**config.mk**
```make
export PLATFORM = sky130hd
export DESIGN_NAME = mmu_tile_loader
export DESIGN_NICKNAME = d
export VERILOG_FILES = /design/src/rtl/mmu_tile_loader.sv
export SDC_FILE = /design/constraint.sdc
export NUM_CORES = 1
export LEC_CHECK = 0
export BUFFER_PORTS_ARGS = -buffer_cell sky130_fd_sc_hd__buf_4
export CORE_ASPECT_RATIO = 0.6
export CORE_MARGIN = 8
export CORE_UTILIZATION = 45
export CTS_CLUSTER_SIZE = 16
export DETAILED_ROUTE_END_ITERATION = 8
export PLACE_DENSITY = 0.75
export SLEW_MARGIN = 20
export SYNTH_ARGS = -nofsm -noshare
export SYNTH_HDL_FRONTEND = slang
export SYNTH_SLANG_ARGS = --single-unit
export TNS_END_PERCENT = 30
```
**constraint.sdc**
```tcl
create_clock -name clk -period 3.4 [get_ports clk]
set_clock_uncertainty 0.15 [all_clocks]
set_input_delay 0.17 -clock clk [delete_from_list [all_inputs] [get_ports clk]]
set_output_delay 0.17 -clock clk [all_outputs]
set_load 0.005 [all_outputs]
```
**src/rtl/mmu_tile_loader.sv**
```systemverilog
// Operand/result sequencer around the matrix-multiply unit: assembles the A, B and C banks
// from a serial element stream, runs the MMU and streams the result back out row-major.
module mmu_tile_loader #(
    parameter int NUM_ROWS_A = 1,
    parameter int NUM_COLS_A = 1,
    parameter int NUM_COLS_B = 1,
    parameter int DATA_WIDTH = 16,
    parameter int FIXED_PNT  = 8,
    parameter int TIMEOUT    = 16
) (
    input  logic                                                    clk,
    input  logic                                                    rst_n,
    input  logic                                                    in_valid,
    output logic                                                    in_ready,
    input  logic [DATA_WIDTH-1:0]                                   in_data,
    input  logic                                                    use_accum,
    output logic                                                    mmu_enable,
    output logic [NUM_ROWS_A-1:0][NUM_COLS_A-1:0][DATA_WIDTH-1:0]   mmu_mat_in1,
    output logic [NUM_COLS_A-1:0][NUM_COLS_B-1:0][DATA_WIDTH-1:0]   mmu_mat_in2,
    output logic [NUM_ROWS_A-1:0][NUM_COLS_B-1:0][DATA_WIDTH-1:0]   mmu_mat_in_accum,
    input  logic                                                    mmu_data_ready,
    input  logic [NUM_ROWS_A-1:0][NUM_COLS_B-1:0][DATA_WIDTH-1:0]   mmu_mat_out,
    output logic                                                    out_valid,
    input  logic                                                    out_ready,
    output logic [DATA_WIDTH-1:0]                                   out_data,
    output logic                                                    out_last,
    output logic                                                    busy,
    output logic                                                    done,
    output logic                                                    timeout_err
);

    localparam int A_N    = NUM_ROWS_A * NUM_COLS_A;
    localparam int B_N    = NUM_COLS_A * NUM_COLS_B;
    localparam int R_N    = NUM_ROWS_A * NUM_COLS_B;
    localparam int MAX_AB = (A_N > B_N) ? A_N : B_N;
    localparam int MAX_N  = (MAX_AB > R_N) ? MAX_AB : R_N;
    localparam int IDX_W  = (MAX_N > 1) ? $clog2(MAX_N) : 1;
    localparam int TMO_W  = (TIMEOUT > 1) ? $clog2(TIMEOUT) : 1;

    if (FIXED_PNT >= DATA_WIDTH) begin : g_bad_fixed_pnt
        $error("FIXED_PNT must leave at least one integer bit");
    end

    typedef enum logic [2:0] {
        ST_IDLE    = 3'd0,
        ST_LOAD_A  = 3'd1,
        ST_LOAD_B  = 3'd2,
        ST_LOAD_C  = 3'd3,
        ST_COMPUTE = 3'd4,
        ST_CAPTURE = 3'd5,
        ST_DRAIN   = 3'd6
    } state_t;

    state_t                          state_r, state_s;
    logic [IDX_W-1:0]                idx_r;
    logic [TMO_W-1:0]                tmo_r;
    logic                            use_accum_r;
    logic [A_N-1:0][DATA_WIDTH-1:0]  a_bank_r;
    logic [B_N-1:0][DATA_WIDTH-1:0]  b_bank_r;
    logic [R_N-1:0][DATA_WIDTH-1:0]  c_bank_r;
    logic [R_N-1:0][DATA_WIDTH-1:0]  res_r;
    logic [R_N-1:0][DATA_WIDTH-1:0]  mat_out_s;
    logic [DATA_WIDTH-1:0]           out_data_r;
    logic                            out_last_r;
    logic in_ready_r, mmu_enable_r, out_valid_r, busy_r, done_r, timeout_err_r;
    logic in_ready_s, mmu_enable_s, out_valid_s, busy_s, done_s, timeout_err_s;
    logic in_acc_s, hs_s, a_last_s, b_last_s, c_last_s, r_last_s, tmo_hit_s;

    // Handshake qualifiers use the registered ready/valid so they match what the peers see.
    assign in_acc_s  = in_valid && in_ready_r;
    assign hs_s      = out_valid_r && out_ready;
    assign a_last_s  = (idx_r == IDX_W'(A_N - 1));
    assign b_last_s  = (idx_r == IDX_W'(B_N - 1));
    assign c_last_s  = (idx_r == IDX_W'(R_N - 1));
    assign r_last_s  = (idx_r == IDX_W'(R_N - 1));
    assign tmo_hit_s = (tmo_r == TMO_W'(TIMEOUT - 1));
    assign mat_out_s = mmu_mat_out;

    // State register.
    always_ff @(posedge clk or negedge rst_n) begin
        if (!rst_n) begin
            state_r <= ST_IDLE;
        end else begin
            state_r <= state_s;
        end
    end

    // Next-state logic.
    always_comb begin
        state_s = state_r;
        case (state_r)
            ST_IDLE: begin
                if (in_acc_s) state_s = (A_N == 1) ? ST_LOAD_B : ST_LOAD_A;
                else          state_s = ST_IDLE;
            end
            ST_LOAD_A: begin
                if (in_acc_s && a_last_s) state_s = ST_LOAD_B;
                else                      state_s = ST_LOAD_A;
            end
            ST_LOAD_B: begin
                if (in_acc_s && b_last_s) state_s = use_accum_r ? ST_LOAD_C : ST_COMPUTE;
                else                      state_s = ST_LOAD_B;
            end
            ST_LOAD_C: begin
                if (in_acc_s && c_last_s) state_s = ST_COMPUTE;
                else                      state_s = ST_LOAD_C;
            end
            ST_COMPUTE: begin
                if (mmu_data_ready) state_s = ST_CAPTURE;
                else if (tmo_hit_s) state_s = ST_IDLE;
                else                state_s = ST_COMPUTE;
            end
            ST_CAPTURE: state_s = ST_DRAIN;
            ST_DRAIN: begin
                if (hs_s && r_last_s) state_s = ST_IDLE;
                else                  state_s = ST_DRAIN;
            end
            default: state_s = ST_IDLE;
        endcase
    end

    // Output decode from the upcoming state so the control outputs leave a register.
    always_comb begin
        in_ready_s    = (state_s == ST_IDLE) || (state_s == ST_LOAD_A) ||
                        (state_s == ST_LOAD_B) || (state_s == ST_LOAD_C);
        mmu_enable_s  = (state_s == ST_COMPUTE);
        out_valid_s   = (state_s == ST_DRAIN);
        busy_s        = (state_s != ST_IDLE);
        done_s        = (state_r == ST_DRAIN) && hs_s && r_last_s;
        timeout_err_s = (state_r == ST_COMPUTE) && !mmu_data_ready && tmo_hit_s;
    end

    // Control output registers.
    always_ff @(posedge clk or negedge rst_n) begin
        if (!rst_n) begin
            in_ready_r    <= 1'b0;
            mmu_enable_r  <= 1'b0;
            out_valid_r   <= 1'b0;
            busy_r        <= 1'b0;
            done_r        <= 1'b0;
            timeout_err_r <= 1'b0;
        end else begin
            in_ready_r    <= in_ready_s;
            mmu_enable_r  <= mmu_enable_s;
            out_valid_r   <= out_valid_s;
            busy_r        <= busy_s;
            done_r        <= done_s;
            timeout_err_r <= timeout_err_s;
        end
    end

    // Bank loading, timeout counting, result capture and drain sequencing.
    always_ff @(posedge clk or negedge rst_n) begin
        if (!rst_n) begin
            idx_r       <= {IDX_W{1'b0}};
            tmo_r       <= {TMO_W{1'b0}};
            use_accum_r <= 1'b0;
            a_bank_r    <= {(A_N*DATA_WIDTH){1'b0}};
            b_bank_r    <= {(B_N*DATA_WIDTH){1'b0}};
            c_bank_r    <= {(R_N*DATA_WIDTH){1'b0}};
            res_r       <= {(R_N*DATA_WIDTH){1'b0}};
            out_data_r  <= {DATA_WIDTH{1'b0}};
            out_last_r  <= 1'b0;
        end else begin
            case (state_r)
                ST_IDLE: begin
                    if (in_acc_s) begin
                        a_bank_r[0] <= in_data;
                        use_accum_r <= use_accum;
                        idx_r       <= (A_N == 1) ? {IDX_W{1'b0}} : IDX_W'(1);
                    end
                end
                ST_LOAD_A: begin
                    if (in_acc_s) begin
                        for (int k = 0; k < A_N; k++) begin
                            if (idx_r == IDX_W'(k)) a_bank_r[k] <= in_data;
                        end
                        idx_r <= a_last_s ? {IDX_W{1'b0}} : idx_r + IDX_W'(1);
                    end
                end
                ST_LOAD_B: begin
                    if (in_acc_s) begin
                        for (int k = 0; k < B_N; k++) begin
                            if (idx_r == IDX_W'(k)) b_bank_r[k] <= in_data;
                        end
                        if (b_last_s) begin
                            idx_r <= {IDX_W{1'b0}};
                            tmo_r <= {TMO_W{1'b0}};
                            if (!use_accum_r) c_bank_r <= {(R_N*DATA_WIDTH){1'b0}};
                        end else begin
                            idx_r <= idx_r + IDX_W'(1);
                        end
                    end
                end
                ST_LOAD_C: begin
                    if (in_acc_s) begin
                        for (int k = 0; k < R_N; k++) begin
                            if (idx_r == IDX_W'(k)) c_bank_r[k] <= in_data;
                        end
                        if (c_last_s) begin
                            idx_r <= {IDX_W{1'b0}};
                            tmo_r <= {TMO_W{1'b0}};
                        end else begin
                            idx_r <= idx_r + IDX_W'(1);
                        end
                    end
                end
                ST_COMPUTE: tmo_r <= tmo_r + TMO_W'(1);
                ST_CAPTURE: begin
                    // The MMU result register has settled one edge after its ready pulse.
                    res_r      <= mmu_mat_out;
                    out_data_r <= mat_out_s[0];
                    out_last_r <= (R_N == 1);
                    idx_r      <= {IDX_W{1'b0}};
                end
                ST_DRAIN: begin
                    if (hs_s) begin
                        if (r_last_s) begin
                            idx_r      <= {IDX_W{1'b0}};
                            out_data_r <= {DATA_WIDTH{1'b0}};
                            out_last_r <= 1'b0;
                        end else begin
                            idx_r <= idx_r + IDX_W'(1);
                            for (int k = 0; k < R_N; k++) begin
                                if (idx_r + IDX_W'(1) == IDX_W'(k)) out_data_r <= res_r[k];
                            end
                            out_last_r <= (idx_r + IDX_W'(1) == IDX_W'(R_N - 1));
                        end
                    end
                end
                default: idx_r <= {IDX_W{1'b0}};
            endcase
        end
    end

    assign in_ready         = in_ready_r;
    assign mmu_enable       = mmu_enable_r;
    assign mmu_mat_in1      = a_bank_r;
    assign mmu_mat_in2      = b_bank_r;
    assign mmu_mat_in_accum = c_bank_r;
    assign out_valid        = out_valid_r;
    assign out_data         = out_data_r;
    assign out_last         = out_last_r;
    assign busy             = busy_r;
    assign done             = done_r;
    assign timeout_err      = timeout_err_r;

endmodule

```
# Word level (Yosys, flattened, before mapping)
# Index checks and enable logic that the tools add are counted.
classes:
  n_eq_ne: 25
  n_addsub: 2
  n_reduce_logical: 29
  n_bitwise: 3
  muxes: 32
op_table:
  columns: ["op", "n"]
  rows:
  - ["$mux 16", 9]
  - ["$pmux 16 s2", 3]
  - ["$pmux 3 s7", 1]
  - ["$ne 2x2->1 const B", 10]
  - ["$mux 3", 6]
  - ["$eq 3x3->1 const B", 5]
  - ["$eq 3x2->1 const B", 4]
  - ["$reduce_and 3->1", 3]
  - ["$logic_and 1x1->1", 8]
  - ["$mux 4", 2]
  - ["$pmux 4 s2", 1]
  - ["$reduce_and 4->1", 2]
  - ["$reduce_bool 2->1", 4]
  - ["$eq 3x1->1 const B", 2]
  - ["$logic_not 3->1", 2]
  - ["$mux 1", 6]
  - ["$reduce_and 6->1", 1]
  - ["$add 4x1->4 const B", 1]
  - ["$eq 4x4->1 const B", 1]
  - ["$mux 2", 2]
  - ["$ne 2x1->1 const B", 2]
  - ["$pmux 1 s4", 1]
  - ["$reduce_and 2->1", 2]
  - ["$logic_or 1x1->1", 3]
  - ["8 further kinds", 10]
word_totals:
  out_inout_bits: 71
  register_bits: 96
  in_bits: 38

# Longest topological paths before layout
logic_depth:
  word_depth: 8
  mapped_depth: 6
  depth_no_buf: 4

# Worst setup path before layout
# No wires, ideal clock.
synth_timing:
  path_type: "reg-to-reg"
  startpoint: "reg state_r[2]"
  endpoint: "reg a_bank_r, in the netlist mmu_mat_in1[0]"
  path_stages_with_launch: 6
  setup_slack_ns: 1.672
  t_arrival_ns: 1.453
  period_less_slack_ns: 1.728
  path_buffers: 3
  path_cell_list: "dfrtp_1 buf_4 nor4bb_1 buf_4 buf_6 mux2_2"
synth_via:
  elab_chain_len: 3
  word_cells_on_any_way: 8
synth_rtl:
  columns: ["element", "line_no", "text"]
  rows:
  - ["start, declared", "54", "state_t state_r, state_s;"]
  - ["start signal, assigned", "84", "state_r <= state_s;"]
  - ["$eq 3x1->1 or $logic_not 3->1 (tied branches)", "165", "case (state_r)"]
  - ["$ne 2x2->1 (no line) or $reduce_bool 2->1 (tied branches)", null, null]
  - ["$reduce_and 4->1 (no line)", null, null]
  - ["end signal, assigned", "158", "a_bank_r <= {(A_N*DATA_WIDTH){1'b0}};"]
  - ["end signal, assigned by index", "176", "if (idx_r == IDX_W'(k)) a_bank_r[k] <= in_data;"]
  - ["end, declared", "58", "logic [A_N-1:0][DATA_WIDTH-1:0] a_bank_r;"]
# Several ways; a longest one is shown, not always the timed one.
# A chain may end at the register's enable or synchronous reset.

# Worst setup path in the final report
layout_timing:
  startpoint: "reg state_r[2]"
  endpoint: "reg out_data_r[6] (netlist: out_data[6])"
layout_via:
  elab_chain_len: 3
  word_cells_on_any_way: 7
layout_rtl:
  columns: ["element", "line_no", "text"]
  rows:
  - ["$eq 3x3->1", "165", null]
  - ["$ne 3x3->1 (no line) (tied with other cells)", null, null]
  - ["$reduce_and 3->1 (no line)", null, null]
  - ["end signal, assigned", "162", "out_data_r <= {DATA_WIDTH{1'b0}};"]
  - ["end signal, assigned", "212", "out_data_r <= mat_out_s[0];"]
  - ["end signal, assigned", "220", "out_data_r <= {DATA_WIDTH{1'b0}};"]
  - ["end, declared", "63", "logic [DATA_WIDTH-1:0] out_data_r;"]
# Several ways; a longest one is shown, not always the timed one.

==> impl_metrics.csv <==
group,metric,value,unit
status,run_status,"finished, final reports clean",
sta,maxSlewViolCount,0,
logic_synthesis,async_flop_share,1.00,
floorplan,die_area,10400,µm²
job,cap_violations,0,
global_routing,grt_first_pass_wirelength,14.8,mm
sta,fin_ws,1.06,ns
logic_synthesis,yosysTopAreaCellShare,0.599,
worst_setup_path,crit_required,3.51,ns
logic_synthesis,synth_edf_count,0,
place,place.gp.congestion,0.795,
sta,final.setup.tns,0,ns
layout,nFillCells,509,
pwr,power,0.00423,W
global_routing,grtUsageTotal,0.184,
logic_synthesis,syn-num-nets,292,
detailed_routing,wl_per_cell,18.7,µm
layout,layout-drive-gt1-share,0.421,
floorplan,row_count,24,
logic_synthesis,ys_seq_area_frac,0.599,
detailed_routing,dr.pass1.iters,4,
pwr,ir_drop,0.365,mV
sta,tightest_slew,0.963,ns
logic_synthesis,yosys.area.top_type,"dfrtp_1",
logic_synthesis,synth_compound_area_frac,0.117,
sta,finalHoldViolCount,0,
sta,rsz0062_at_grt,"no",
layout,antenna_cells,0,
clock_tree,cts_setup_buffers,0,
place,place_hpwl,6.11,mm
floorplan,start_util,0.460,
logic_synthesis,yosys.area_share.simple,0.0985,
clock_tree,cts_resized,0,
clock_tree,cts.sinks,79,
logic_synthesis,yosys_most_used_dff,"dfrtp_1",
global_routing,antenna_found_initial,0,
worst_setup_path,r2r_start,"state_r[2]",
clock_tree,clk_path_buf_depth,2,
clock_tree,cts_root_buffer,"clkbuf_16",
worst_setup_path,r2r_cells,3,
hold_path,holdCritPathClass,"input pin to flop",
place,post-place-ws,1.14,ns
logic_synthesis,synth_area,3300,µm²
worst_setup_path,crit_path_start,"state_r[2]",
floorplan,die_height,82.4,µm
layout,final_cell_area,4790,µm²
layout,area_growth,45.1,%
detailed_routing,drtIter0Drc,237,
clock_tree,path_clk_slew,0.06,ns
logic_synthesis,ys_warn_count,0,
logic_synthesis,ys_seq_elements,79,
worst_setup_path,crit_arrival,2.45,ns
detailed_routing,vias_per_cell,5.31,
worst_setup_path,start_kind,"flop",
clock_tree,clk_latency,0.33,ns
layout,multi_input_area,1160,µm²
pwr,p_leak,2.27,nW
place,io_buffers,108,
detailed_routing,routed_wl,9.17,mm
layout,final_common_cell,"buf_4",
sta,timing.final.crit_share,0.689,
logic_synthesis,synthCells,253,
logic_synthesis,synth_cell_types,45,
logic_synthesis,syn_avg_cell_area,13.1,µm²
detailed_routing,vias,2601,
worst_setup_path,critical_path.cell_chain,"nor2b_1 > and2_1 > a22o_1",
clock_tree,cts_buffers,9,
clock_tree,cts_tree,"done",
layout,final_cell_mix,"buf_4 (112), dfrtp_1 (79), dlygate4sd3_1 (36)",
logic_synthesis,synthTopCellsByArea,"dfrtp_1 (60%), mux2_2 (7.5%), mux2_4 (4.5%), a22o_1 (4.2%), nand4_1 (3.0%)",
worst_setup_path,ff2ff_setup_slack,1.06,ns
worst_setup_path,setup.worst_path.end,"out_data[6]",
logic_synthesis,synthAdderAreaFrac,0.00379,
logic_synthesis,synth_top_family_by_area,"multiplexers",
worst_setup_path,crit_fanout,21,
sta,max_freq,0.427,GHz
place,place_area,4160,µm²
logic_synthesis,synth-xor-area-share,0,
sta,max-slew-margin-rel,0.358,
worst_setup_path,rr_endpoint,"out_data[6]",
sta,period_minus_slack,2.34,ns
floorplan,io_pins,109,
worst_setup_path,cp_slowest_stage_delay,0.88,ns
hold_path,hold_depth,4,
worst_setup_path,slowest_stage,"dfrtp_1",
floorplan,die_w,127,µm
global_routing,grt_pass1_vias,2728,
global_routing,grt_max_degree,80,
worst_setup_path,end_kind,"flop",
worst_setup_path,critical_path_class,"flop to flop",
detailed_routing,route.detailed.drc,0,
clock_tree,h-tree-depth,3,
detailed_routing,ant_nets,0,
pwr,p_per_area,882,nW/µm²
sta,setup_violations,0,
floorplan,core,7180,µm²
layout,nets,434,
logic_synthesis,synthMuxAreaShare,0.127,
global_routing,overflow,0,
layout,regArea,1980,µm²
-- state kept, by name, indices dropped and copies added, names as in the netlist --
name              count
busy                  1
done                  1
in_ready              1
mmu_enable            1
mmu_mat_in1          16
mmu_mat_in2          16
mmu_mat_in_accum     16
out_data             16
out_last              1
out_valid             1
state_r               3
timeout_err           1
tmo_r                 4
use_accum_r           1
-- how the worst min path moves through the flow --
stage              from               to  slack, ns
2_1_floorplan     rst_n             busy      -0.28
3_3_place_gp      rst_n   mmu_mat_in1[7]       0.23
3_5_place_dp      rst_n  mmu_mat_in2[10]       0.24
4_1_cts        in_valid         tmo_r[3]       0.16
5_1_grt        in_valid         tmo_r[0]       0.19
6_report       in_valid         tmo_r[2]       0.18
-- what timing repair did --
action / CTS / global route
endpoints found under the setup margin: 0 / 0
hold buffers: 36 / 0
hold endpoints to repair: 147 / 0
-- metrics by stage --
step / hold WS [ns] / util / instances
2_1_floorplan: -0.276 / - / 253
4_1_cts: 0.162 / 0.667 / 490
6_report: 0.178 / 0.668 / 490
5_1_grt: 0.191 / 0.668 / 490
3_3_place_gp: 0.235 / 0.580 / 439
3_5_place_dp: 0.242 / 0.580 / 439
-- worst max-delay path: cells and delay by family (launching register included) --
family / cells / cell delay [ns]
AO/OA/AOI/OAI: 1 / 0.26
flip-flops: 1 / 0.88
AND/OR/NAND/NOR: 2 / 0.97
-- final cells by class --
cell class,instances,share of cell area
Clock inverter,4,0.00470
Multi-Input combinational cell,138,0.243
Sequential cell,79,0.413
Clock buffer,11,0.0507
Tap cell,91,0.0238
Inverter,19,0.0149
Timing Repair Buffer,148,0.251
-- synthesized netlist by cell type, types with 2 or more instances --
library cell / number
nand2_1: 3
a22o_1: 16
dfrtp_1: 79
nor2b_1: 5
mux2_2: 22
inv_1: 18
nand4_1: 16
and2_1: 3
buf_2: 5
nor3_1: 3
buf_6: 2
clkbuf_1: 3
a21oi_1: 9
buf_4: 3
buf_1: 3
and4b_1: 3
mux2_4: 10
o21ai_0: 14
o21ai_1: 4
nand2b_1: 2
nor2_1: 6
-- power breakdown --
group / switching [W] / internal (W)
combinational: 0.000669 / 0.000990
clock: 0.000349 / 0.000506
sequential: 0.000349 / 0.00136
total: 0.00137 / 0.00286
-- routing by layer --
metal	share of wire	global-route usage
met1	0.45	0.233
met2	0.43	0.275
met3	0.10	0.0840
met4	0.0089	0.0644
met5	0	0
-- cells by family after synthesis --
kind of cell,count (synthesis)
AND/OR/NAND/NOR,50
adder cells (fa/ha/maj),1
AO/OA/AOI/OAI,54
flip-flops,79
multiplexers,33
buffers and inverters,36
No activity file was read; power rests on OpenSTA's default activity.
